## config.mk

```make
export PLATFORM = sky130hd
export DESIGN_NAME = rxd2fifoc_flat
export DESIGN_NICKNAME = d
export VERILOG_FILES = /design/src/rtl/rxd2fifoc_pkg.sv /design/src/rtl/rxd2fifoc_if.sv /design/src/rtl/rxd2fifoc_gap_timer.sv /design/src/rtl/rxd2fifoc.sv /design/src/flat_wrapper.sv
export SDC_FILE = /design/constraint.sdc
export NUM_CORES = 1
export LEC_CHECK = 0
export CORE_AREA = 2 2 97 99
export CTS_BUF_LIST = sky130_fd_sc_hd__clkbuf_4 sky130_fd_sc_hd__clkbuf_8 sky130_fd_sc_hd__clkbuf_16
export DETAILED_ROUTE_END_ITERATION = 8
export DIE_AREA = 0 0 99 101
export GPL_TIMING_DRIVEN = 0
export PLACE_DENSITY_LB_ADDON = 0.2
export SLEW_MARGIN = 20
export SYNTH_ARGS = -nofsm -noshare
export SYNTH_HDL_FRONTEND = slang
export SYNTH_SLANG_ARGS = --single-unit
```

## constraint.sdc

```tcl
create_clock -name clk -period 4.1 [get_ports clk]
set_clock_uncertainty 0.2 [all_clocks]
set_input_delay 1.025 -clock clk [delete_from_list [all_inputs] [get_ports clk]]
set_output_delay 1.025 -clock clk [all_outputs]
set_load 0.005 [all_outputs]
```

## src/rtl/rxd2fifoc_pkg.sv

```systemverilog
// rtl/rxd2fifoc_pkg.sv - shared constants, state encoding and helpers for rxd2fifoc
package rxd2fifoc_pkg;

  // Must stay identical to the parser's 16'h55AA header check.
  localparam logic [7:0]  HDR_B0      = 8'h55;
  localparam logic [7:0]  HDR_B1      = 8'hAA;
  localparam logic [11:0] MIN_LEN     = 12'd3;
  localparam logic [11:0] MAX_LEN_DEF = 12'd32;
  localparam logic [15:0] TIMEOUT_DEF = 16'd50000;

  typedef enum logic [2:0] {
    ST_IDLE,
    ST_SYNC,
    ST_HDRW,
    ST_BODY,
    ST_HAND,
    ST_REL,
    ST_FLSH
  } state_e;

  function automatic logic [7:0] sat_add8(input logic [7:0] a, input logic [1:0] inc);
    logic [8:0] s;
    s = {1'b0, a} + {7'd0, inc};
    return s[8] ? 8'hFF : s[7:0];
  endfunction

endpackage

```

## src/rtl/rxd2fifoc_if.sv

```systemverilog
// rtl/rxd2fifoc_if.sv - byte receiver / fifoc / parser signal bundle for rxd2fifoc
interface rxd2fifoc_if;
  import rxd2fifoc_pkg::*;

  logic        rxd_vld;
  logic [7:0]  rxd;
  logic [11:0] data_len;
  logic        fifoc_full;
  logic        fifoc_txen;
  logic [7:0]  fifoc_txd;
  logic        fifoc_clr;
  logic        fs;
  logic        fd;
  logic        err;
  logic [7:0]  frame_cnt;
  logic [7:0]  drop_cnt;

  modport slave (
    input  rxd_vld, rxd, data_len, fifoc_full, fd,
    output fifoc_txen, fifoc_txd, fifoc_clr, fs, err, frame_cnt, drop_cnt
  );

  modport master (
    output rxd_vld, rxd, data_len, fifoc_full, fd,
    input  fifoc_txen, fifoc_txd, fifoc_clr, fs, err, frame_cnt, drop_cnt
  );

endinterface

```

## src/rtl/rxd2fifoc_gap_timer.sv

```systemverilog
// rtl/rxd2fifoc_gap_timer.sv - inter-byte gap timer, saturates at TIMEOUT
module rxd2fifoc_gap_timer
  import rxd2fifoc_pkg::*;
#(
  parameter logic [15:0] TIMEOUT = TIMEOUT_DEF
) (
  input  logic clk,
  input  logic rst,
  input  logic clr_i,
  input  logic en_i,
  output logic expired_o
);

  logic [15:0] cnt_q;
  logic [15:0] cnt_d;

  always_comb begin
    cnt_d = cnt_q;
    if (clr_i) begin
      cnt_d = 16'd0;
    end else if (en_i && (cnt_q != TIMEOUT)) begin
      cnt_d = cnt_q + 16'd1;
    end
  end

  always_ff @(posedge clk or posedge rst) begin
    if (rst) begin
      cnt_q <= 16'd0;
    end else begin
      cnt_q <= cnt_d;
    end
  end

  assign expired_o = (cnt_q == TIMEOUT);

endmodule

```

## src/rtl/rxd2fifoc.sv

```systemverilog
// rtl/rxd2fifoc.sv - hunts 0x55AA in the rx byte stream and loads one frame into fifoc
module rxd2fifoc
  import rxd2fifoc_pkg::*;
#(
  parameter logic [15:0] TIMEOUT = TIMEOUT_DEF,
  parameter logic [11:0] MAX_LEN = MAX_LEN_DEF
) (
  input  logic          clk,
  input  logic          rst,
  rxd2fifoc_if.slave    bus
);

  state_e      state_q, state_d;
  logic [11:0] len_q, len_d;
  logic [11:0] cnt_q, cnt_d;
  logic        txen_q, txen_d;
  logic [7:0]  txd_q, txd_d;
  logic        fs_q, fs_d;
  logic        err_q, err_d;
  logic [7:0]  frame_q, frame_d;
  logic [7:0]  drop_q, drop_d;
  logic [1:0]  drop_inc;

  logic        vld;
  logic        len_ok;
  logic        ovf;
  logic        expired;
  logic        tmr_clr;
  logic        tmr_en;

  assign vld    = bus.rxd_vld;
  assign len_ok = (bus.data_len >= MIN_LEN) && (bus.data_len <= MAX_LEN);
  // A write still on the fifoc port while it reports full is lost, so the frame is too.
  assign ovf    = txen_q && bus.fifoc_full;

  assign tmr_en  = (state_q == ST_SYNC) || (state_q == ST_BODY);
  assign tmr_clr = vld || (state_q == ST_IDLE) || (state_q == ST_HAND) ||
                   (state_q == ST_REL) || (state_q == ST_FLSH);

  rxd2fifoc_gap_timer #(
    .TIMEOUT (TIMEOUT)
  ) u_gap_timer (
    .clk       (clk),
    .rst       (rst),
    .clr_i     (tmr_clr),
    .en_i      (tmr_en),
    .expired_o (expired)
  );

  always_comb begin
    state_d  = state_q;
    len_d    = len_q;
    cnt_d    = cnt_q;
    txen_d   = 1'b0;
    txd_d    = txd_q;
    fs_d     = fs_q;
    err_d    = err_q;
    frame_d  = frame_q;
    drop_inc = 2'd0;

    case (state_q)
      ST_IDLE: begin
        if (vld) begin
          if (bus.rxd == HDR_B0) begin
            state_d = ST_SYNC;
          end else begin
            drop_inc = 2'd1;
          end
        end
      end

      ST_SYNC: begin
        if (vld) begin
          if (bus.rxd == HDR_B1) begin
            len_d = bus.data_len;
            if (len_ok) begin
              txen_d  = 1'b1;
              txd_d   = HDR_B0;
              err_d   = 1'b0;
              state_d = ST_HDRW;
            end else begin
              err_d    = 1'b1;
              drop_inc = 2'd2;
              state_d  = ST_IDLE;
            end
          end else if (bus.rxd == HDR_B0) begin
            // Repeated 0x55: the older one is discarded, the newer one may still start a header.
            drop_inc = 2'd1;
          end else begin
            drop_inc = 2'd2;
            state_d  = ST_IDLE;
          end
        end else if (expired) begin
          drop_inc = 2'd1;
          state_d  = ST_IDLE;
        end
      end

      ST_HDRW: begin
        if (vld) begin
          drop_inc = 2'd1;
        end
        if (ovf) begin
          state_d = ST_FLSH;
        end else begin
          txen_d  = 1'b1;
          txd_d   = HDR_B1;
          cnt_d   = 12'd2;
          state_d = ST_BODY;
        end
      end

      ST_BODY: begin
        if (ovf || expired) begin
          if (vld) begin
            drop_inc = 2'd1;
          end
          state_d = ST_FLSH;
        end else if (vld) begin
          txen_d = 1'b1;
          txd_d  = bus.rxd;
          if (cnt_q == (len_q - 12'd1)) begin
            state_d = ST_HAND;
          end else begin
            cnt_d = cnt_q + 12'd1;
          end
        end
      end

      ST_HAND: begin
        if (vld) begin
          drop_inc = 2'd1;
        end
        // fs only rises after the last byte has left the write port, so that write's
        // overflow is still caught here before the parser is started.
        if (ovf) begin
          fs_d    = 1'b0;
          state_d = ST_FLSH;
        end else if (fs_q && bus.fd) begin
          fs_d    = 1'b0;
          frame_d = frame_q + 8'd1;
          state_d = ST_REL;
        end else begin
          fs_d = 1'b1;
        end
      end

      ST_REL: begin
        if (vld) begin
          drop_inc = 2'd1;
        end
        if (!bus.fd) begin
          state_d = ST_IDLE;
        end
      end

      ST_FLSH: begin
        if (vld) begin
          drop_inc = 2'd1;
        end
        err_d   = 1'b1;
        cnt_d   = 12'd0;
        state_d = ST_IDLE;
      end

      default: begin
        state_d = ST_IDLE;
      end
    endcase

    drop_d = sat_add8(drop_q, drop_inc);
  end

  always_ff @(posedge clk or posedge rst) begin
    if (rst) begin
      state_q <= ST_IDLE;
      len_q   <= 12'd0;
      cnt_q   <= 12'd0;
      txen_q  <= 1'b0;
      txd_q   <= 8'd0;
      fs_q    <= 1'b0;
      err_q   <= 1'b0;
      frame_q <= 8'd0;
      drop_q  <= 8'd0;
    end else begin
      state_q <= state_d;
      len_q   <= len_d;
      cnt_q   <= cnt_d;
      txen_q  <= txen_d;
      txd_q   <= txd_d;
      fs_q    <= fs_d;
      err_q   <= err_d;
      frame_q <= frame_d;
      drop_q  <= drop_d;
    end
  end

  assign bus.fifoc_txen = txen_q;
  assign bus.fifoc_txd  = txd_q;
  assign bus.fifoc_clr  = (state_q == ST_FLSH);
  assign bus.fs         = fs_q;
  assign bus.err        = err_q;
  assign bus.frame_cnt  = frame_q;
  assign bus.drop_cnt   = drop_q;

endmodule
```

## src/flat_wrapper.sv

```systemverilog
// flat-port wrapper written by rule: the top's interface ports become plain ports
module rxd2fifoc_flat import rxd2fifoc_pkg::*;
#(
  parameter logic [15:0] TIMEOUT = TIMEOUT_DEF,
  parameter logic [11:0] MAX_LEN = MAX_LEN_DEF
)
  (clk, rst, bus_rxd_vld, bus_rxd, bus_data_len, bus_fifoc_full, bus_fd, bus_fifoc_txen, bus_fifoc_txd, bus_fifoc_clr, bus_fs, bus_err, bus_frame_cnt, bus_drop_cnt);
  rxd2fifoc_if bus_i ();
  input  logic clk;
  input  logic rst;
  input wire logic [$bits(bus_i.rxd_vld)-1:0] bus_rxd_vld;
  input wire logic [$bits(bus_i.rxd)-1:0] bus_rxd;
  input wire logic [$bits(bus_i.data_len)-1:0] bus_data_len;
  input wire logic [$bits(bus_i.fifoc_full)-1:0] bus_fifoc_full;
  input wire logic [$bits(bus_i.fd)-1:0] bus_fd;
  output wire logic [$bits(bus_i.fifoc_txen)-1:0] bus_fifoc_txen;
  output wire logic [$bits(bus_i.fifoc_txd)-1:0] bus_fifoc_txd;
  output wire logic [$bits(bus_i.fifoc_clr)-1:0] bus_fifoc_clr;
  output wire logic [$bits(bus_i.fs)-1:0] bus_fs;
  output wire logic [$bits(bus_i.err)-1:0] bus_err;
  output wire logic [$bits(bus_i.frame_cnt)-1:0] bus_frame_cnt;
  output wire logic [$bits(bus_i.drop_cnt)-1:0] bus_drop_cnt;
  assign bus_i.rxd_vld = bus_rxd_vld;
  assign bus_i.rxd = bus_rxd;
  assign bus_i.data_len = bus_data_len;
  assign bus_i.fifoc_full = bus_fifoc_full;
  assign bus_i.fd = bus_fd;
  assign bus_fifoc_txen = bus_i.fifoc_txen;
  assign bus_fifoc_txd = bus_i.fifoc_txd;
  assign bus_fifoc_clr = bus_i.fifoc_clr;
  assign bus_fs = bus_i.fs;
  assign bus_err = bus_i.err;
  assign bus_frame_cnt = bus_i.frame_cnt;
  assign bus_drop_cnt = bus_i.drop_cnt;
  rxd2fifoc #(.TIMEOUT(TIMEOUT), .MAX_LEN(MAX_LEN)) u_core (.clk(clk), .rst(rst), .bus(bus_i));
endmodule
```

==> impl_results.rst, run 1 <==
.. list-table::
   :header-rows: 1

   * - Metric
     - Value
   * - Num CTS Buffers
     - 9
   * - Maxcap violations
     - 0
   * - Outcome
     - finished clean
   * - Total of warnings raised by yosys
     - 0
   * - Mapped Cells
     - 415
   * - Worst-path clk slew
     - 0.08 ns
   * - Number of nets still failing antenna checks after routing
     - 0
   * - Distinct cells, synth
     - 56
   * - Critical Path Max Stage Delay
     - 0.50 ns
   * - Critical path depth in cells
     - 13
   * - Global-route total usage across every layer
     - 0.1982
   * - Height of the die
     - 101 um
   * - Library cell occupying the most area in the post-synthesis netlist
     - sky130_fd_sc_hd__dfrtp_1
   * - Initial antenna violation count
     - 0
   * - Number of optimization iterations in the first detailed-route pass
     - 4
   * - Max Root-Sink Buffers
     - 2
   * - Layout Area Growth over Synthesis
     - 23.61%
   * - Final-report setup violation count
     - 0
   * - Ratio of cells with drive above 1 in the final layout
     - 0.1029
   * - Per-cell via count in the routed design
     - 5.615
   * - Routed wirelength normalized by instance count
     - 15.23 um
   * - Capturing element type of the critical path
     - flop
   * - Switching Fraction
     - 0.3160
   * - Number of hold violations in the final report
     - 0
   * - Register-to-register setup slack
     - about 0.4 ns
   * - Clock Power Share
     - 0.302
   * - Comb power frac
     - 0.265
   * - CP max FO
     - 6
   * - Post-route clock period utilization
     - 0.9514
   * - Clock Tree Root
     - sky130_fd_sc_hd__clkbuf_8
   * - Total inserted antenna cells
     - 0
   * - Proportion of synthesized chip area in sequential cells
     - 0.4408
   * - Post-synthesis instance area
     - 3974 sq um
   * - Critical path cell sequence
     - clkdlybuf4s50_1, nor4bb_2, nand2_2, xnor2_1, o311ai_0, o41ai_1, ha_2, inv_1, fa_1, nor2b_2, and3_1, nand4_1, o21ai_1
   * - Post-layout instance count excluding filler cells
     - ~600
   * - Arrival @ worst endpoint
     - slightly below 4 ns
   * - Total gr overflow
     - 0
   * - CP Launch Type
     - input port
   * - Required time of the critical path
     - 4.18 ns
   * - Most instantiated flip-flop cell in the synthesis netlist
     - sky130_fd_sc_hd__dfrtp_1
   * - Worst Reg2Reg Path Length in Cells
     - 13
   * - Global placement routability congestion
     - between 0.8 and 0.9
   * - Row count
     - 35
   * - Kind of path behind the tightest hold check
     - reg -> reg
   * - Die Wd
     - around 100 um
   * - Fill cells
     - 805
   * - Latest clock arrival within the worst-skew pair
     - 0.36 ns
   * - Worst path top cell family by delay
     - simple AND/OR/NAND/NOR gates
   * - Post-DP Area
     - 4663 sq um
   * - Shortest clock period the worst path allows after layout
     - about 4 ns
   * - Buf/Inv on CP
     - 2
   * - Max VDD drop
     - 0.2677 mV
   * - Reg area
     - 1752 sq um
   * - Combined area of the multi-input logic cells
     - ~2100 sq um
   * - Reported net switching power
     - between 0.5 and 0.6 mW
   * - Vias in the first global route
     - roughly 3,300
   * - Top-Level Pins
     - 53
   * - Critical Setup Path Class
     - in -> reg
   * - 1st-iter DRT viols
     - 146
   * - Reported leakage power
     - 2.178 nW
   * - Number of nets in the final layout
     - 514
   * - Number of buffers inserted by hold repair at cts
     - 0
   * - Sequential fraction of design power
     - 0.433
   * - Total power density per cell area
     - 384.5 nW/um^2
   * - Detail Placement HPWL
     - around 6700 um
   * - Count of input and output buffers
     - 52
   * - Total Die Area
     - between 9000 and 10,000 sq um
   * - Maximum number of pins on one net before global-route repair
     - 48
   * - Synth cell count leaders
     - 70 x sky130_fd_sc_hd__dfrtp_1, 35 x sky130_fd_sc_hd__nand2_1, 33 x sky130_fd_sc_hd__nor2_1, 25 x sky130_fd_sc_hd__a21oi_1, 22 x sky130_fd_sc_hd__inv_1
   * - Headroom to the max-slew limit
     - 0.3473
   * - Synthesized Nets
     - 448
   * - CTS tree
     - built
   * - Core Area
     - 8977 sq um
   * - Synthesized area divided by synthesized cell count
     - 9.575 sq um
   * - Number of synthesized register bits
     - 70
   * - Final-report max-slew violation count
     - 0
   * - Placed Cells incl. Taps
     - 579
   * - Post-synth ARST share
     - 1.000
   * - Int Power
     - 1.292 mW
   * - Htree depth
     - 3
   * - Most repeated cell in the gate-level netlist after synthesis
     - sky130_fd_sc_hd__dfrtp_1
   * - Top area cells in the synthesized netlist
     - sky130_fd_sc_hd__dfrtp_1 44%, sky130_fd_sc_hd__xnor2_1 4.4%, sky130_fd_sc_hd__xor2_1 4.0%
   * - Total Routed Length
     - 9094 um
   * - Clock net sink count
     - 70
   * - Number of cells on the worst hold path
     - 1
   * - Wire length of the first global-routing pass
     - 15,810 um
   * - Final standard cell area without fillers
     - between 4000 and 5000 sq um
   * - Worst Tran Pin Value
     - roughly 0.98 ns
   * - Post-Route Setup TNS
     - 0 ns
   * - Initial Util
     - 0.4426
   * - Number of DRC violations after detailed routing
     - 0
   * - Post-synth EDFFs
     - 0
   * - Top cell type's share of synthesized area
     - 0.4408
   * - Cell with the largest stage delay on the worst path
     - sky130_fd_sc_hd__clkdlybuf4s50_1
   * - Routed vias
     - 3,352
   * - Maximum clock frequency
     - about 0.26 GHz
==> cell usage in the layout (no fill, tap or decap), types with 4 or more instances in the layout <==
cell type                         netlist  routed
sky130_fd_sc_hd__xor2_1                18      18
sky130_fd_sc_hd__and3_1                 9       9
sky130_fd_sc_hd__nand3_1               17      17
sky130_fd_sc_hd__o21ai_1                7       8
sky130_fd_sc_hd__nor2b_1                5       4
sky130_fd_sc_hd__o211ai_1               4       4
sky130_fd_sc_hd__nand2b_1               7       7
sky130_fd_sc_hd__o21ai_0               15      14
sky130_fd_sc_hd__or3_1                 10      10
sky130_fd_sc_hd__clkbuf_1              10      10
sky130_fd_sc_hd__clkdlybuf4s50_1        0      52
sky130_fd_sc_hd__o31ai_1                5       5
sky130_fd_sc_hd__inv_1                 22      21
sky130_fd_sc_hd__dfrtp_1               70      70
sky130_fd_sc_hd__nor4_1                 8       7
sky130_fd_sc_hd__a21oi_1               25      25
sky130_fd_sc_hd__nor3_1                 4       4
sky130_fd_sc_hd__xnor2_1               20      20
sky130_fd_sc_hd__mux2i_1               10      10
sky130_fd_sc_hd__or4_1                  4       4
sky130_fd_sc_hd__nand4_1               11      11
sky130_fd_sc_hd__nor2_1                33      33
sky130_fd_sc_hd__nand2_1               35      34
sky130_fd_sc_hd__ha_1                   7       6
sky130_fd_sc_hd__clkbuf_8               0      10
sky130_fd_sc_hd__mux2_2                13      13
==> cells by family (layout without fill, tap and decap cells) <==
| group | after synthesis | in the layout | share of synthesized area |
|---|---|---|---|
| AND/OR/NAND/NOR | 160 | 160 | 0.2154 |
| buffers and inverters | 37 | 108 | 0.03621 |
| flip-flops | 70 | 70 | 0.4408 |
| adder cells (fa/ha/maj) | 9 | 9 | 0.02960 |
| multiplexers | 26 | 26 | 0.07053 |
| XOR/XNOR | 38 | 38 | 0.08375 |
| AO/OA/AOI/OAI | 75 | 75 | 0.1237 |
==> per-stage QoR <==
step	util	hold slack (ns)	power [mW]	setup WS, ns
after floorplan	-	0.2684	1.118	0.7885
after global placement	0.5161	0.2726	1.307	-0.2086
after detailed placement	0.5194	0.2695	1.324	-0.2671
after CTS	0.5416	0.2902	1.898	0.09959
after global routing	0.5472	0.3153	2.012	-0.006045
final	0.5472	0.2795	1.889	0.1992
==> sequential cells by signal, indices dropped and copies added (netlist names) <==
register	count
u_core.bus.fifoc_txd	8
u_core.bus.fifoc_txen	1
u_core.bus.drop_cnt	8
u_core.len_q	12
u_core.bus.frame_cnt	8
u_core.state_q	3
u_core.bus.fs	1
u_core.bus.err	1
u_core.cnt_q	12
u_core.u_gap_timer.cnt_q	16
==> power groups by stage <==
stage                     Sequential (mW)  Clock [mW]  Combinational (mW)
after floorplan                     0.823           0               0.295
after global placement              0.827           0               0.480
after detailed placement            0.829           0               0.495
after CTS                           0.817       0.585               0.497
after global routing                0.828       0.619               0.565
final                               0.818       0.570               0.500
==> cell type report <==
type | instances | share of cell area
Inverter | 23 | 0.01808
Sequential cell | 70 | 0.3566
Clock buffer | 10 | 0.02802
Buffer | 14 | 0.01172
Clock inverter | 6 | 0.01248
Tap cell | 111 | 0.02827
Multi-Input combinational cell | 308 | 0.4302
Timing Repair Buffer | 55 | 0.1146
==> timing repair <==
action / 4_1_cts / 5_1_grt
endpoints found under the setup margin: 0 / 7
buffers inserted: 0 / 2
gates resized for setup: 0 / 7
==> per-layer routing <==
layer	share of wire	GRT usage	wire length, um	up-vias
li1	-	-	-	1611
met1	0.46	0.2675	4142	1648
met2	0.47	0.3108	4289	81
met3	0.058	0.05132	530	12
met4	0.014	0.06849	131	0
met5	0	0	0	-
==> path summary, 6_finish.rpt <==
path,startpoint,endpoint
min reg2reg,u_core.bus.frame_cnt[7],u_core.bus.frame_cnt[7]
min in group asynchronous,rst,u_core.bus.frame_cnt[3]
max reg2reg,u_core.u_gap_timer.cnt_q[5],u_core.bus.drop_cnt[4]
max in group asynchronous,rst,u_core.bus.fifoc_txd[3]
min,u_core.bus.frame_cnt[7],u_core.bus.frame_cnt[7]
max,bus_rxd[4],u_core.bus.drop_cnt[4]
Power figures use the tool's default switching activity.
==> run 2: changes to the inputs <==
--- a/config.mk
+++ b/config.mk
@@ -5,13 +5,14 @@
 export SDC_FILE = /design/constraint.sdc
 export NUM_CORES = 1
 export LEC_CHECK = 0
-export CORE_AREA = 2 2 97 99
+export CORE_AREA = 2 2 98 100
 export CTS_BUF_LIST = sky130_fd_sc_hd__clkbuf_4 sky130_fd_sc_hd__clkbuf_8 sky130_fd_sc_hd__clkbuf_16
 export DETAILED_ROUTE_END_ITERATION = 8
-export DIE_AREA = 0 0 99 101
+export DIE_AREA = 0 0 100 102
 export GPL_TIMING_DRIVEN = 0
-export PLACE_DENSITY_LB_ADDON = 0.2
+export PLACE_DENSITY = 0.74
 export SLEW_MARGIN = 20
 export SYNTH_ARGS = -nofsm -noshare
 export SYNTH_HDL_FRONTEND = slang
+export SYNTH_HIERARCHICAL = 1
 export SYNTH_SLANG_ARGS = --single-unit
==> run 2 against run 1 <==
Net effect: sequential cell count is the same; critical path depth stayed put; non-clock buffer count fell by 2; sequential share of layout area fell by 0.23 points; register-to-register slack improved by 0.16 ns; global-route usage decreased by 1.7 points; critical path type unchanged.
==> impl_results.rst, run 2 <==
.. list-table::
   :header-rows: 1

   * - Metric
     - Value
   * - Reg2reg end
     - u_core/bus.drop_cnt[0] (was u_core.bus.drop_cnt[4])
   * - Count of input and output buffers
     - 52 (unchanged)
   * - Initial Util
     - 0.4451 (was 0.4426)
   * - Height of the die
     - 102 um (was 101 um)
   * - Synthesized Nets
     - 452 (was 448)
   * - Total gr overflow
     - 0 (unchanged)
   * - Detail Placement HPWL
     - 6393 um (was 6664 um)
   * - Row count
     - 35 (unchanged)
   * - Final-report setup violation count
     - 0 (unchanged)
   * - Number of optimization iterations in the first detailed-route pass
     - 5 (was 4)
   * - Min-Delay Endpoint
     - u_core/bus.frame_cnt[7] (was u_core.bus.frame_cnt[7])
   * - Number of nets in the final layout
     - 515 (was 514)
   * - Flip-flop count of the largest register after layout
     - 16 (unchanged)
   * - Hold slack final
     - 0.2798 ns (was 0.2795 ns)
   * - Unrepaired setup endpoints after global routing
     - false
   * - Biggest registers after layout
     - u_core/u_gap_timer/cnt_q x16, u_core/cnt_q x12, u_core/len_q x12 (was u_core.u_gap_timer.cnt_q x16, u_core.cnt_q x12, u_core.len_q x12)
   * - 1st-iter DRT viols
     - 222 (was 146)
   * - Total of warnings raised by yosys
     - 6 (was 0)
   * - Final core utilization
     - 0.5429 (was 0.5472)
   * - RR Startpoint
     - u_core/u_gap_timer/cnt_q[12] (was u_core.u_gap_timer.cnt_q[5])
   * - Arrival @ worst endpoint
     - 3.78 ns (was 3.98 ns)
   * - Number of DRC violations after detailed routing
     - 0 (unchanged)
   * - Total Die Area
     - 10,200 sq um (was 9999 sq um)
   * - Outcome
     - finished clean (unchanged)
   * - Global-route total usage across every layer
     - 0.1816 (was 0.1982)
   * - Post-synth EDFFs
     - 0 (unchanged)
   * - Mapped Cells
     - 419 (was 415)
   * - Required time of the critical path
     - 4.19 ns (was 4.18 ns)
   * - Maximum number of pins on one net before global-route repair
     - 55 (was 48)
   * - Maximum clock frequency
     - 0.2708 GHz (was 0.2564 GHz)
   * - Synth cell count leaders
     - 70 x sky130_fd_sc_hd__dfrtp_1, 36 x sky130_fd_sc_hd__nor2_1, 30 x sky130_fd_sc_hd__nand2_1, 26 x sky130_fd_sc_hd__xor2_1, 23 x sky130_fd_sc_hd__a21oi_1 (was 70 x sky130_fd_sc_hd__dfrtp_1, 35 x sky130_fd_sc_hd__nand2_1, 33 x sky130_fd_sc_hd__nor2_1, 25 x sky130_fd_sc_hd__a21oi_1, 22 x sky130_fd_sc_hd__inv_1)
   * - Clock net sink count
     - 70 (unchanged)
   * - Total inserted antenna cells
     - 0 (unchanged)
   * - Post-Route Setup TNS
     - 0 ns (unchanged)
   * - Commonest non-fill, non-tap cell in the layout
     - sky130_fd_sc_hd__dfrtp_1 (unchanged)
   * - Distinct cells, synth
     - 62 (was 56)
   * - Library cell occupying the most area in the post-synthesis netlist
     - sky130_fd_sc_hd__dfrtp_1 (unchanged)
   * - CP max FO
     - 6 (unchanged)
   * - Worst Reg2Reg Path Length in Cells
     - 12 (was 13)
   * - Max Root-Sink Buffers
     - 2 (unchanged)
   * - Number of hold violations in the final report
     - 0 (unchanged)
   * - Initial antenna violation count
     - 0 (unchanged)
   * - Top-Level Pins
     - 53 (unchanged)
   * - Top cell by count, worst path
     - sky130_fd_sc_hd__nor2_1
   * - Per-cell via count in the routed design
     - 5.605 (was 5.615)
   * - Core Area
     - 9109 sq um (was 8977 sq um)
   * - Headroom to the max-slew limit
     - 0.4221 (was 0.3473)
   * - Critical Path Max Stage Delay
     - 0.50 ns (about the same)
   * - Top area cells in the synthesized netlist
     - sky130_fd_sc_hd__dfrtp_1 43%, sky130_fd_sc_hd__xor2_1 5.6%, sky130_fd_sc_hd__mux2_2 3.6% (was sky130_fd_sc_hd__dfrtp_1 44%, sky130_fd_sc_hd__xnor2_1 4.4%, sky130_fd_sc_hd__xor2_1 4.0%)
   * - Reported leakage power
     - 2.167 nW (was 2.178 nW)
   * - Worst path top cell family by delay
     - simple AND/OR/NAND/NOR gates (unchanged)
   * - Biggest register
     - u_core/u_gap_timer/cnt_q (was u_core.u_gap_timer.cnt_q)
   * - Fill cells
     - 831 (was 805)
   * - Cell with the largest stage delay on the worst path
     - sky130_fd_sc_hd__clkdlybuf4s50_1 (unchanged)
   * - Die Wd
     - 100 um (was 99 um)
   * - Htree depth
     - 3 (unchanged)
   * - Global placement routability congestion
     - 0.8676 (was 0.8538)
   * - Wire length of the first global-routing pass
     - 14,750 um (was 15,810 um)
   * - Register-to-register setup slack
     - 0.56 ns (was 0.40 ns)
   * - Vias in the first global route
     - 3,191 (was 3,263)
   * - Capturing element type of the critical path
     - flop (unchanged)
   * - Most instantiated flip-flop cell in the synthesis netlist
     - sky130_fd_sc_hd__dfrtp_1 (unchanged)
   * - Post-synth ARST share
     - 1.000 (unchanged)
   * - Kind of path behind the tightest hold check
     - reg -> reg (unchanged)
   * - Setup bufs post-CTS
     - 0 (unchanged)
   * - Latest clock arrival within the worst-skew pair
     - 0.35 ns (was 0.36 ns)
   * - Max VDD drop
     - 0.2393 mV (was 0.2677 mV)
   * - Post-synthesis instance area
     - 4054 sq um (was 3974 sq um)
   * - Number of gates resized after CTS
     - 0 (unchanged)
   * - Post-route clock period utilization
     - 0.9007 (was 0.9514)
   * - Worst-path clk slew
     - 0.08 ns (about the same)
   * - Top cell type's share of synthesized area
     - 0.4321 (was 0.4408)
   * - Routed wirelength normalized by instance count
     - 14.85 um (was 15.23 um)
   * - Number of cells on the worst hold path
     - 1 (unchanged)
   * - Total Routed Length
     - 8878 um (was 9094 um)
   * - Number of nets still failing antenna checks after routing
     - 0 (unchanged)
   * - Routed vias
     - 3,352 (unchanged)
   * - Commonest cells after routing, fill and taps aside
     - 70 x sky130_fd_sc_hd__dfrtp_1, 52 x sky130_fd_sc_hd__clkdlybuf4s50_1, 36 x sky130_fd_sc_hd__nor2_1, 30 x sky130_fd_sc_hd__nand2_1, 26 x sky130_fd_sc_hd__xor2_1 (was 70 x sky130_fd_sc_hd__dfrtp_1, 52 x sky130_fd_sc_hd__clkdlybuf4s50_1, 34 x sky130_fd_sc_hd__nand2_1, 33 x sky130_fd_sc_hd__nor2_1, 25 x sky130_fd_sc_hd__a21oi_1)
   * - Num CTS Buffers
     - 9 (unchanged)
   * - Most repeated cell in the gate-level netlist after synthesis
     - sky130_fd_sc_hd__dfrtp_1 (unchanged)
   * - Final-report max-slew violation count
     - 0 (unchanged)
   * - Total power density per cell area
     - 396.1 nW/um^2 (was 384.5 nW/um^2)
   * - Worst Tran Pin Value
     - 0.8617 ns (was 0.9755 ns)
   * - CTS tree
     - built (unchanged)
   * - Buf/Inv on CP
     - 2 (unchanged)
   * - Clock Tree Root
     - sky130_fd_sc_hd__clkbuf_8 (unchanged)
   * - Shortest clock period the worst path allows after layout
     - 3.693 ns (was 3.901 ns)
   * - Number of synthesized register bits
     - 70 (unchanged)
   * - CP Launch Type
     - input port (unchanged)
   * - Critical path cell sequence
     - clkdlybuf4s50_1, nor4bb_1, and2_1, a21oi_1, nor2_1, nor3_1, nor2_1, ha_1, inv_1, fa_1, nor2_1, nand3_1, nand2b_1 (was clkdlybuf4s50_1, nor4bb_2, nand2_2, xnor2_1, o311ai_0, o41ai_1, ha_2, inv_1, fa_1, nor2b_2, and3_1, nand4_1, o21ai_1)
   * - Hold Startpoint
     - u_core/bus.frame_cnt[7] (was u_core.bus.frame_cnt[7])
   * - Maxcap violations
     - 0 (unchanged)
   * - Ratio of cells with drive above 1 in the final layout
     - 0.09446 (was 0.1029)
   * - Synthesized area divided by synthesized cell count
     - 9.675 sq um (was 9.575 sq um)
   * - Proportion of synthesized chip area in sequential cells
     - 0.4321 (was 0.4408)
   * - Critical Setup Path Class
     - in -> reg (unchanged)
   * - Number of buffers inserted by hold repair at cts
     - 0 (unchanged)
   * - Layout Area Growth over Synthesis
     - 21.98% (was 23.61%)
==> run 2: cells by family after synthesis <==
kind of cell,after synthesis,synth area share
and+or+nand+nor,169,0.2346
AOI/OAI and AO/OA,81,0.1333
DFF,70,0.4321
xor gates and xnor gates,42,0.09260
buffers and inverters,33,0.03734
muxes,16,0.04352
adders and majority gates,8,0.02654
==> run 2: routing by layer <==
layer,up-vias,GRT usage,share of wire
met2,102,0.2994,0.48
met5,-,0,0
met3,10,0.02736,0.048
met4,0,0.08219,0.015
met1,1608,0.2387,0.46
li1,1632,-,-
==> run 2: worst reg2reg max path, delay by kind of cell, from the launching register on <==
| family | cells | cell delay [ns] |
|---|---|---|
| adder cells (fa/ha/maj) | 2 | 0.63 |
| flip-flops | 1 | 0.43 |
| AO/OA/AOI/OAI | 1 | 0.19 |
| AND/OR/NAND/NOR | 8 | 1.98 |
| buffers and inverters | 1 | 0.05 |
==> run 2: power by group <==
group,internal [mW],switching [mW],total [mW],leakage (nW)
clock network,0.351,0.285,0.636,0.112
registers,0.751,0.0618,0.813,0.941
logic,0.250,0.260,0.510,1.11
==> run 2: final cells by class <==
type | instances | area [sq um] | share of cell area
repair buffers | 52 | 520.5 | 0.1053
well taps | 111 | 138.9 | 0.02809
clock buffers | 9 | 123.9 | 0.02505
plain buffers | 15 | 83.83 | 0.01695
inverters | 18 | 70.07 | 0.01417
multi-input cells | 316 | 2151 | 0.4350
clock inverters | 7 | 105.1 | 0.02126
flip-flops and latches | 70 | 1752 | 0.3543
==> run 2: worst max path at each step <==
stage                                   to       start  cells after the start  slack, ns
CTS                 u_core/bus.drop_cnt[0]  bus_rxd[6]                     13       0.39
detailed placement  u_core/bus.drop_cnt[0]  bus_rxd[6]                     13       0.02
global placement    u_core/bus.drop_cnt[0]  bus_rxd[6]                     13       0.07
finish              u_core/bus.drop_cnt[0]  bus_rxd[6]                     13       0.41
global route        u_core/bus.drop_cnt[0]  bus_rxd[6]                     13       0.14
floorplan           u_core/bus.drop_cnt[0]  bus_rxd[5]                     12       0.93
==> run 2: through the flow <==
| step | cell area [sq um] | setup slack [ns] | instances | power (mW) |
|---|---|---|---|---|
| floorplan | 4054 | 0.9310 | 419 | 1.133 |
| global placement | 4713 | 0.07135 | 582 | 1.316 |
| detailed placement | 4716 | 0.02200 | 582 | 1.337 |
| CTS | 4945 | 0.3911 | 598 | 1.979 |
| global route | 4945 | 0.1433 | 598 | 2.071 |
| finish | 4945 | 0.4071 | 598 | 1.959 |
